[config.mk]
export PLATFORM = sky130hd
export DESIGN_NAME = pipe_stage_reg
export DESIGN_NICKNAME = d
export VERILOG_FILES = /design/src/rtl/pipe_stage_reg.sv
export SDC_FILE = /design/constraint.sdc
export NUM_CORES = 1
export LEC_CHECK = 0
export CELL_PAD_IN_SITES_DETAIL_PLACEMENT = 0
export CELL_PAD_IN_SITES_GLOBAL_PLACEMENT = 1
export CORE_MARGIN = 4
export CORE_UTILIZATION = 39
export DETAILED_ROUTE_END_ITERATION = 7
export GPL_ROUTABILITY_DRIVEN = 0
export PLACE_DENSITY = 0.78
export SYNTH_ARGS = -nofsm -noshare
export SYNTH_HDL_FRONTEND = slang
export SYNTH_SLANG_ARGS = --single-unit
[constraint.sdc]
create_clock -name Clock -period 12.9 [get_ports Clock]
set_clock_uncertainty 0.1 [all_clocks]
set_input_delay 2.58 -clock Clock [delete_from_list [all_inputs] [get_ports Clock]]
set_output_delay 2.58 -clock Clock [all_outputs]
set_load 0.005 [all_outputs]
[src/rtl/pipe_stage_reg.sv]
// Elastic pipeline stage register: control + data bundles, valid/ready handshake,
// 2-entry skid buffer and synchronous flush. Optional stall counter: PIPE_STAGE_PERF_CNT_EN.
module pipe_stage_reg #(
    parameter int                CTRL_W      = 16,
    parameter int                DATA_W      = 160,
    parameter logic [CTRL_W-1:0] BUBBLE_CTRL = '0
) (
    input  logic              Clock,
    input  logic              Reset,
    input  logic              Flush,
    input  logic              In_Valid,
    output logic              In_Ready,
    input  logic [CTRL_W-1:0] In_Ctrl,
    input  logic [DATA_W-1:0] In_Data,
    output logic              Out_Valid,
    input  logic              Out_Ready,
    output logic [CTRL_W-1:0] Out_Ctrl,
    output logic [DATA_W-1:0] Out_Data
`ifdef PIPE_STAGE_PERF_CNT_EN
    ,
    output logic [31:0]       Stall_Count
`endif
);

    logic              m_valid, m_valid_nxt;
    logic [CTRL_W-1:0] m_ctrl,  m_ctrl_nxt;
    logic [DATA_W-1:0] m_data,  m_data_nxt;
    logic              s_valid, s_valid_nxt;
    logic [CTRL_W-1:0] s_ctrl,  s_ctrl_nxt;
    logic [DATA_W-1:0] s_data,  s_data_nxt;
    logic              in_ready_q;
    logic              accept;

    assign accept    = In_Valid & in_ready_q;
    assign In_Ready  = in_ready_q;
    assign Out_Valid = m_valid;
    assign Out_Ctrl  = m_ctrl;
    assign Out_Data  = m_data;

    // M refills from S first so entries leave in arrival order; S only fills while M is stuck.
    always_comb begin
        m_valid_nxt = m_valid;
        m_ctrl_nxt  = m_ctrl;
        m_data_nxt  = m_data;
        s_valid_nxt = s_valid;
        s_ctrl_nxt  = s_ctrl;
        s_data_nxt  = s_data;
        if (!m_valid || Out_Ready) begin
            if (s_valid) begin
                m_valid_nxt = 1'b1;
                m_ctrl_nxt  = s_ctrl;
                m_data_nxt  = s_data;
                s_valid_nxt = accept;
                if (accept) begin
                    s_ctrl_nxt = In_Ctrl;
                    s_data_nxt = In_Data;
                end
            end else if (accept) begin
                m_valid_nxt = 1'b1;
                m_ctrl_nxt  = In_Ctrl;
                m_data_nxt  = In_Data;
            end else begin
                m_valid_nxt = 1'b0;
                m_ctrl_nxt  = BUBBLE_CTRL;
            end
        end else if (accept) begin
            s_valid_nxt = 1'b1;
            s_ctrl_nxt  = In_Ctrl;
            s_data_nxt  = In_Data;
        end
    end

    always_ff @(posedge Clock) begin
        if (Reset || Flush) begin
            m_valid    <= 1'b0;
            m_ctrl     <= BUBBLE_CTRL;
            m_data     <= '0;
            s_valid    <= 1'b0;
            in_ready_q <= 1'b1;
        end else begin
            m_valid    <= m_valid_nxt;
            m_ctrl     <= m_ctrl_nxt;
            m_data     <= m_data_nxt;
            s_valid    <= s_valid_nxt;
            in_ready_q <= !s_valid_nxt;
        end
    end

    // Skid payload is only observed through s_valid, so it needs no reset.
    always_ff @(posedge Clock) begin
        s_ctrl <= s_ctrl_nxt;
        s_data <= s_data_nxt;
    end

`ifdef PIPE_STAGE_PERF_CNT_EN
    always_ff @(posedge Clock) begin
        if (Reset) begin
            Stall_Count <= '0;
        end else if (m_valid && !Out_Ready && (Stall_Count != 32'hFFFF_FFFF)) begin
            Stall_Count <= Stall_Count + 32'd1;
        end
    end
`endif

endmodule

==> results.md <==
* Detailed-route wire length at 37800 µm
* Horiz. Die Dim at just under 200 µm
* MaxCap Viol Count at 0
* CTS Hold Bufs at 0
* Main combinational cell family by area after synthesis: compound AO/OA/AOI/OAI gates
* Internal Pwr Total at 2020 µW
* Mapped Area at 0.0138 mm²
* Area growth, synth to finish at 36.8%
* Final setup margin at between 7000 and 8000 ps
* WL per Instance at 21.0 µm
* CP peak stage delay at 840 ps
* Max Clock Freq at about 0.19 GHz
* Buffers & Inverters on Critical Path at 2
* Switch share at 0.220
* Startpoint types: input pin
* Seq/Total Area, Yosys at 0.643
* Antenna violations before repair at 2
* H-tree level count at 2
* # rows at ~70
* Pre-CTS setup slack at 7000 ps
* Cell area after placement at 0.0176 mm²
* Bufs on Longest Clock Path at 3
* Area of the die at 0.0384 mm²
* CP arrival at 5600 ps
* Final instance area at roughly 0.019 mm²
* Vias per cell at 5.34
* Switching power at 569 µW
* Vias at 9587
* CP endpoint kind: flip-flop
* Largest net degree at the start of global routing at 84
* LEAKAGE at around 0.006 µW
* Utilization after layout at 0.543
* Crit path time final at 5360 ps
* Clock power frac at 0.427
* Pre-antenna DRT Iters at 4
* Unrepaired setup endpoints after global routing: no
* Ports at 359
* Initial Util at 0.397
* Number of global-route vias before repair at 9737
* GRT Util Overall at 0.184
* TritonCTS clock tree: done
* Worst-Margin Slew at 1130 ps
* Total Power at 2590 µW
* Final worst-path cycle share at 0.416
* Mapped Avg Cell Area at 13.8 µm²
* Ys Warns at 0
* Fin Setup TNS at 0 ps
* Share of layout cells above drive strength 1 at 0.123
* Hpwl dp at 23500 µm
* Slowest CP cell: buf_4
* Layout Nets at about 1500
* Clk sinks at 355
* Post-CTS setup buffer count at 0
* Global route overflow at 0
* Cell count after synthesis at 997
* Hold Fails Final Rpt at 0
* Slew Limit Fails at 0
* Flop pwr share at 0.477
* Synth Area in Adders at 0.000726
* DR DRC count at 0
* Clk slew on worst S/H paths at 60 ps
* Logic pwr share at 0.096
* Die H at slightly below 200 µm
* Relative slew slack at 0.247
* Cts bufs inserted at 39
* Cell variety after synth at 23
* Core area at 0.0347 mm²
* #FFs+latches synth at 355
* Clock root buffer: clkbuf_16
* Clock Latency Late Sink at 510 ps
* Post-Synth XOR/XNOR Area at 0
* Power Dens Cells at about 140 mW/mm²
* Worst Path Max Fanout at 82
* Initial drt markers at approximately 500
* CP delay by family, top: buffers and inverters
* Status: finished, final reports clean
* Hold crit path type: reg -> reg
* Setup CP Type: in -> reg
* IO Port Bufs at approximately 360
* Post-cts gate resize count at 0
* Simple-gate share of the synthesized area at 0.00908
* First-pass GRT wire length at between 50000 and 60000 µm
* Multiplexer area fraction after synthesis at 0.117
* Post-DRT Antenna Nets at 0
* Complex-gate fraction of the synthesized area at 0.195
* Critical-path cell list: clkdlybuf4s50_1 > a21o_4 > and2_4 > buf_4 > a211oi_2
* Synthesized Nets at 1178
* Final setup viols at 0
* Maximum vdd ir drop at 0.103 mV
* CP required at 13140 ps
-- power by group through the flow --
| stage | logic [µW] | clock network [µW] | registers [µW] |
|---|---|---|---|
| global placement | 246 | 0 | 1260 |
| floorplan | 109 | 0 | 1260 |
| CTS | 251 | 1130 | 1230 |
| detailed placement | 250 | 0 | 1260 |
| global route | 268 | 1170 | 1240 |
| finish | 247 | 1100 | 1230 |
-- cells by family (layout without fill, tap and decap cells) --
group	after synthesis	count (layout)
flip-flops	355	355
AO/OA/AOI/OAI	353	353
multiplexers	161	161
buffers and inverters	99	441
AND/OR/NAND/NOR	28	28
adder cells (fa/ha/maj)	1	1
other	0	2
-- metrics by stage --
step,hold slack [ps],std cells
after global placement,394,1724
final,416,1796
after global routing,435,1795
after CTS,421,1794
after floorplan,389,997
after detailed placement,403,1724
-- routing by layer --
layer	vias to the layer above	part of all wire	GRT usage
met5	-	0.00034	0
met4	2	0.021	0.0497
met3	58	0.081	0.0579
met2	313	0.45	0.284
met1	4730	0.44	0.254
li1	4484	-	-
-- sequential cells by signal (all words and copies together) (netlist names) --
signal	flops
s_valid	1
s_ctrl	16
s_data	160
Out_Data	160
Out_Valid	1
In_Ready	1
Out_Ctrl	16
-- worst min-delay path, cell delays in order (launching register included) --
cell and delay, ps:
dfxtp_1 320, o21ai_0 80, nor2_1 80
-- cell type report --
type / count / area [µm²]
Timing Repair Buffer: 371 / 3680
Antenna cell: 2 / 5.00
Clock inverter: 13 / 139
Sequential cell: 355 / 8870
Clock buffer: 57 / 1140
Tap cell: 455 / 569
Multi-Input combinational cell: 543 / 4460
Fill cell: 2957 / 15900
-- path summary, 6_finish.rpt --
path	startpoint	end	slack, ps	cells past startpoint
min	Out_Ctrl[13]	Out_Ctrl[13]	420	2
min reg2reg	Out_Ctrl[13]	Out_Ctrl[13]	420	2
max	In_Valid	Out_Data[112]	7540	5
max reg2reg	s_valid	Out_Data[112]	8720	5
-- synthesized netlist by cell type --
| master | instances | area share |
|---|---|---|
| nand2_1 | 2 | 0.00054 |
| or2_1 | 1 | 0.00045 |
| mux2i_1 | 161 | 0.12 |
| nor2_1 | 19 | 0.0052 |
| and2_1 | 3 | 0.0014 |
| nor2b_1 | 1 | 0.00045 |
| a221oi_1 | 15 | 0.0095 |
| and3b_1 | 1 | 0.00064 |
| maj3_1 | 1 | 0.00073 |
| buf_6 | 11 | 0.0090 |
| dfxtp_1 | 179 | 0.26 |
| buf_1 | 2 | 0.00054 |
| a211oi_2 | 90 | 0.082 |
| a21o_1 | 1 | 0.00054 |
| clkbuf_1 | 62 | 0.017 |
| buf_4 | 1 | 0.00054 |
| a21oi_1 | 161 | 0.058 |
| o21ai_0 | 15 | 0.0054 |
| a211oi_1 | 70 | 0.038 |
| buf_2 | 23 | 0.0084 |
| nand2b_1 | 1 | 0.00045 |
| edfxtp_1 | 176 | 0.38 |
| a32o_1 | 1 | 0.00073 |
-- layout by cell type (no fill, tap or decap), types with 5 or more instances in the layout --
cell type	n
mux2i_1	161
clkbuf_8	5
buf_4	13
clkinv_2	6
edfxtp_1	176
a21oi_1	161
a221oi_1	15
clkdlybuf4s50_1	358
nor2_1	18
o21ai_0	15
a211oi_1	70
clkbuf_16	41
clkbuf_1	11
a211oi_2	90
dfxtp_1	178
Power figures use the tool's default switching activity.
